[src/rtl/disp_tick_counter.sv]
// disp_tick_counter: prescaled bounded up/down counter feeding the 6-digit seven-segment driver.
// Define DISP_BOUNCE_EN to reflect at the bounds instead of wrapping.
module disp_tick_counter #(
  parameter int         CLK_FREQ     = 50_000_000,
  parameter int         TICK_FAST_MS = 100,
  parameter int         TICK_SLOW_MS = 1000,
  parameter int         DATA_W       = 20,
  parameter int         CNT_MIN      = 0,
  parameter int         CNT_MAX      = 7,
  parameter logic [5:0] POINT_POS    = 6'b000000
) (
  input  logic              clk,
  input  logic              rst_n,
  input  logic              sw,
  input  logic              run,
  input  logic              dir,
  input  logic              load,
  input  logic [DATA_W-1:0] load_val,
  output logic [DATA_W-1:0] data,
  output logic [5:0]        point,
  output logic              en,
  output logic              sign,
  output logic              wrap
);
  localparam int DIV_F = CLK_FREQ / 1000 * TICK_FAST_MS;
  localparam int DIV_S = CLK_FREQ / 1000 * TICK_SLOW_MS;
  localparam int DIV_M = DIV_F > DIV_S ? DIV_F : DIV_S;
  localparam int PW    = DIV_M > 1 ? $clog2(DIV_M) : 1;
  localparam logic [PW-1:0]     TERM_F = PW'(DIV_F - 1);
  localparam logic [PW-1:0]     TERM_S = PW'(DIV_S - 1);
  localparam logic [DATA_W-1:0] MIN_V  = DATA_W'(CNT_MIN);
  localparam logic [DATA_W-1:0] MAX_V  = DATA_W'(CNT_MAX);
  logic [PW-1:0]     pre;
  logic              sw_q;
  logic              tick;
  logic              dir_c;
  logic              wrap_nx;
  logic [DATA_W-1:0] load_c;
  logic [DATA_W-1:0] data_nx;
`ifdef DISP_BOUNCE_EN
  localparam bit BOUNCE = 1'b1;
  logic dir_i;
  always_ff @(posedge clk or negedge rst_n)
    if (!rst_n) dir_i <= 1'b0;
    else        dir_i <= load ? dir : dir_i ^ wrap_nx;
  assign dir_c = dir_i;
  assign sign  = dir_i;
`else
  localparam bit BOUNCE = 1'b0;
  assign dir_c = dir;
  assign sign  = 1'b0;
`endif
  // a rate change restarts the period, so no tick fires until sw has settled for a cycle
  assign tick   = run && sw == sw_q && pre == (sw ? TERM_S : TERM_F);
  assign load_c = $signed({1'b0, load_val}) < $signed({1'b0, MIN_V}) ? MIN_V :
                  load_val > MAX_V ? MAX_V : load_val;
  always_comb begin
    data_nx = data;
    wrap_nx = 1'b0;
    if (load) data_nx = load_c;
    else if (tick) begin
      wrap_nx = dir_c ? !(data > MIN_V) : data >= MAX_V;
      data_nx = dir_c ? (wrap_nx ? (BOUNCE ? MIN_V + 1'b1 : MAX_V) : data - 1'b1)
                      : (wrap_nx ? (BOUNCE ? MAX_V - 1'b1 : MIN_V) : data + 1'b1);
    end
  end
  always_ff @(posedge clk or negedge rst_n) begin
    if (!rst_n) begin
      data  <= MIN_V;
      point <= '0;
      en    <= 1'b0;
      wrap  <= 1'b0;
      pre   <= '0;
      sw_q  <= 1'b0;
    end else begin
      data  <= data_nx;
      point <= POINT_POS;
      en    <= 1'b1;
      wrap  <= wrap_nx;
      sw_q  <= sw;
      pre   <= (load || sw != sw_q || tick) ? '0 : run ? pre + 1'b1 : pre;
    end
  end
endmodule

[config.mk]
export PLATFORM = sky130hd
export DESIGN_NAME = disp_tick_counter
export DESIGN_NICKNAME = d
export VERILOG_FILES = /design/src/rtl/disp_tick_counter.sv
export SDC_FILE = /design/constraint.sdc
export NUM_CORES = 1
export LEC_CHECK = 0
export ABC_CLOCK_PERIOD_IN_PS = 2700
export BUFFER_PORTS_ARGS = -buffer_cell sky130_fd_sc_hd__buf_2
export CORE_ASPECT_RATIO = 0.5
export CORE_MARGIN = 2
export CORE_UTILIZATION = 50
export DETAILED_ROUTE_END_ITERATION = 7
export PLACE_DENSITY = 0.81
export SLEW_MARGIN = 15
export SYNTH_ARGS = -nofsm -noshare
export SYNTH_HDL_FRONTEND = slang
export SYNTH_SLANG_ARGS = --single-unit
[constraint.sdc]
create_clock -name clk -period 2.7 [get_ports clk]
set_clock_uncertainty 0.1 [all_clocks]
set_input_delay 0.54 -clock clk [delete_from_list [all_inputs] [get_ports clk]]
set_output_delay 0.54 -clock clk [all_outputs]
set_load 0.1 [all_outputs]
# After elaboration in Yosys (flattened, before gate mapping)
# Index checks and enable logic that the tools add are counted.
# op_classes
n_addsub,3
multipliers,0
div_mod_pow,0
n_lt_le_gt_ge,3
n_eq_ne,3
n_shift,0
mux,12
bitwise_logic,0
reduce_logical,7
# op_table
cell,count
2-to-1 mux 20 bit,6
2-to-1 mux 26 bit,3
adder 26 x 1 -> 26 bit (second input constant),1
equality test 26 bit,1
adder 20 x 1 -> 20 bit (second input constant),1
>= comparator 20 x 3 -> 1 bit (second input constant),1
> comparator 20 x 1 -> 1 bit (second input constant),1
> comparator 20 x 3 -> 1 bit (second input constant),1
subtractor 20 x 1 -> 20 bit (second input constant),1
nonzero test 2 bit,2
2-to-1 mux 1 bit,3
logical AND 1 bit,2
logical OR 1 bit,2
equality test 1 bit,1
zero test 1 bit,1
inequality test 1 bit,1
# totals
ff_bits,49
latchBits,0
ram_bits,0
rom_bits,0
in_bits,26
out_inout_bits,29
elab_cells,33
memories,0

# Depth between registers and ports, before layout
# depth
depth_word,7
ltp_mapped,8

# Least setup slack after synthesis
# Ideal clock, no wire load.
# synth_path
kind,reg2reg
startpoint,register data[6]
endpoint,register data[15]
setup_ns,0.126
arrival_ns,2.815
path_slack_ns,-0.341
path_stages_with_launch,8
path_buffers,2
period_less_slack_ns,3.041
cell_sequence,dfrtp_1 -> clkbuf_2 -> or4_1 -> or2_2 -> clkbuf_1 -> o31a_1 -> o211a_1 -> a221o_1
# synth_between
elab_chain_len,7
word_cells_on_any_way,11
# synth_lines
item,line,rtl
start: declaration,19,"output logic [DATA_W-1:0] data,"
start signal: assignment,76,data <= data_nx;
> comparator 20 x 1 -> 1 bit,62,wrap_nx = dir_c ? !(data > MIN_V) : data >= MAX_V;
zero test 1 bit,62,
2-to-1 mux 1 bit,62,
2-to-1 mux 20 bit (on tied branches),"64, 63",
2-to-1 mux 20 bit *,63,data_nx = dir_c ? (wrap_nx ? (BOUNCE ? MIN_V + 1'b1 : MAX_V) : data - 1'b1)
2-to-1 mux 20 bit *,61,else if (tick) begin
2-to-1 mux 20 bit *,60,if (load) data_nx = load_c;
# Every way passes the cells marked *; elsewhere a longest branch is shown, timed or not. The select of a mux whose other input is x is not followed.
# A chain may end at the register's enable or synchronous reset.

# Final worst setup path
# layout_path
startpoint,register data[4]
endpoint,register data[15]
# The elaborated chain is that of the path after synthesis.

==> metrics.md <==
| Metric | Value |
|---|---|
| Final clock period utilization by the worst path | 97.0% |
| Die Ht | 60.1 um |
| Total GRT Usage | 23.9% |
| Drt total wl | 7.84 mm |
| Top Ports | 55 |
| Startpoint Class | flop |
| Setup TNS | 0 ns |
| First-pass GRT wire length | 13.2 mm |
| Residual DRC count | 0 |
| Clock tree buffer depth | 2 |
| Slew Viols, Final | 0 |
| CP endpoint kind | flop |
| Largest net degree at the start of global routing | 33 |
| PortBufs | 47 |
| CP Class | reg2reg |
| Cell area after synthesis | 3150 um^2 |
| Vias in the first global route | 2838 |
| Antenna-violating nets left | 0 |
| CTS Root Cell | clkbuf_16 |
| H-Tree Depth | 2 |
| Core ar. | 6080 um^2 |
| Syn Inst Count | 359 |
| WL/cell | 15.4 um |
| Arrival @ worst endpoint | 2.74 ns |
| Static leakage | 1.64 nW |
| Inserted Clock Buffers | 5 |
| Diodes inserted | 0 |
| Worst-path clk slew | 0.06 ns |
| Antenna violations before repair | 0 |
| Fillers | 504 |
| Die W | 116 um |
| RD Place Congestion | 0.856 |
| Max_cap viols | 0 |
| Hold crit path type | in2async |
| Power after layout | 0.00167 W |
| PD cells | 438 nW/um^2 |
| Post-synth ARST share | 100% |
| Area of the multi-input gates | 1790 um^2 |
| Ratio of cells with drive above 1 in the final layout | 26.1% |
| Sinks on Clock Net | 49 |
| Peak supply drop | 0.329 mV |
| Unrepaired setup endpoints after global routing | no |
| Post-synthesis cell type count | 55 |
| EDFF count, synth | 0 |
| DR iter-0 viols | 250 |
| Final Hold Vio Count | 0 |
| Syn_area_per_cell | 8.77 um^2 |
| Area grow syn2layout | 20.9% |
| Worst-path fanout max | 12 |
| Via Count | 3026 |
| Yosys reg bits | 49 |
| Row cnt | 20 |
| TritonCTS clock tree | built |
| Vias per Instance | 5.93 |
| Die ar. | 6980 um^2 |
| First-pass DRT Iterations | 5 |
| Top_reg_cell synth | dfrtp_1 |
| Minimum clock period | 2.62 ns |
| Slew Limit Headroom | 50.1% |
| Hpwl dp | 5.59 mm |
| Highest clock rate | 382 MHz |
| Setup Viol. Count Final | 0 |
| Gr ovfl total | 0 |
| Worst-Margin Slew | 0.748 ns |
| Layout Nets | 452 |
| Status | complete, no violations |
| Seq/Total Area, Yosys | 39.0% |
| Syn. warnings | 0 |
| Storage cell area | 1260 um^2 |
| Starting density of the core | 51.7% |
| Clock latency on the worst-skew pair | 0.28 ns |
| Post-CTS Setup Repair Bufs | 0 |
| CP required | 2.82 ns |
layout by cell type, fill, tap and decap left out, drive strengths merged, types with 4 or more instances in the layout:
cell type	count
buf	74
nor2	49
dfrtp	49
nand2	30
xor2	20
nand3	17
nand4	14
nor3	13
nor4	11
a21oi	11
o32ai	8
conb	8
inv	7
xnor2	7
or4	6
or3	5
and3	5
o21ai	5
a22oi	5
o2111ai	5
o211ai	5
clkbuf	5
o31ai	4
nor2b	4
ha	4
nor4b	4
or2	4
final timing paths:
check | from | cells after the start | slack, ns | to
max | data[4] | 7 | 0.08 | data[15]
max reg2reg | data[4] | 7 | 0.08 | data[15]
max in group asynchronous | rst_n | 2 | 1.64 | pre[14]
min | rst_n | 1 | 0.22 | pre[1]
min in group clk | sw | 1 | 0.36 | sw_q
min reg2reg | pre[1] | 2 | 0.46 | pre[1]
cells by family (layout without fill, tap and decap cells):
logic type | Yosys count | count (layout) | share of synthesized area (%)
AND/OR/NAND/NOR | 177 | 177 | 29.7
AO/OA/AOI/OAI | 64 | 64 | 15.7
flip-flops | 49 | 49 | 39.0
buffers and inverters | 32 | 89 | 4.97
XOR/XNOR | 27 | 27 | 7.52
adder cells (fa/ha/maj) | 4 | 4 | 1.59
multiplexers | 4 | 4 | 1.31
other | 2 | 8 | 0.239
worst max-delay path: stages, from the launching register on:
cell and delay, ns:
dfrtp_4 0.46, or4_1 0.50, or4_1 0.46, buf_4 0.19
nor4b_4 0.32, buf_6 0.20, o211a_1 0.19, a221o_1 0.14
layer usage:
layer	track usage, %	part of all wire [%]	vias to the layer above	routed length, um
met3	4.16	5.8	11	456
met2	40.6	48	104	3740
met5	0	0	-	0
li1	-	-	1447	-
met1	31.4	45	1464	3550
met4	8.50	1.3	0	102
cells in the mapped netlist (all sizes together), types with 2 or more instances:
cell type   n  area share (%)
dfrtp      49              39
nor2       49             5.8
nand2      30             3.6
xor2       20             5.6
nand3      17             2.7
buf        14             2.8
nand4      14             2.8
nor3       13             2.1
a21oi      11             1.7
nor4       11             2.2
clkbuf     10             1.2
o32ai       8             2.2
inv         7            0.84
xnor2       7             1.9
or4         6             1.4
a22oi       5             1.2
and3        5            0.99
o2111ai     5             1.4
o211ai      5             1.2
o21ai       5            0.80
or3         5            0.99
ha          4             1.6
nor2b       4            0.80
nor4b       4             1.6
o31ai       4            0.95
or2         4            0.80
mux2i       3            0.95
nand2b      3            0.60
o211a       3            0.95
a221o       2            0.64
a31o        2            0.56
a31oi       2            0.40
a32o        2            0.64
a32oi       2            0.56
and2        2            0.40
and4        2            0.56
conb        2            0.24
nand4b      2            0.56
nor4bb      2            0.64
o2111a      2            0.72
where the power goes:
part	switching [W]	internal [W]
sequential	0.0000135	0.000740
clock	0.000263	0.000430
combinational	0.000159	0.0000599
state kept, by name (all words and copies together) (netlist names):
register,cells
pre,26
wrap,1
en,1
sw_q,1
data,20
cell type report:
type,count,share of cell area [%]
clock inverters,2,0.921
well taps,88,2.89
clock buffers,5,3.29
inverters,8,0.789
multi-input cells,284,47.1
repair buffers,74,11.9
flip-flops and latches,49,33.0
metrics by stage:
| step | util (%) | area (um^2) | hold slack, ns | worst slack (ns) | cells |
|---|---|---|---|---|---|
| after global routing | 62.6 | 3800 | 0.259 | 0.0169 | 510 |
| after global placement | 59.9 | 3640 | 0.434 | 0.128 | 503 |
| after floorplan | - | 3230 | 0.144 | -0.0789 | 365 |
| final | 62.6 | 3800 | 0.220 | 0.0805 | 510 |
| after detailed placement | 59.9 | 3640 | 0.450 | 0.100 | 503 |
| after CTS | 62.5 | 3800 | 0.242 | 0.0720 | 510 |
timing repair:
item,CTS,global route
hold buffers,0,0
setup endpoints to repair,0,3
gates resized for setup,0,1
Note: power is estimated with default switching activity, not from simulation.
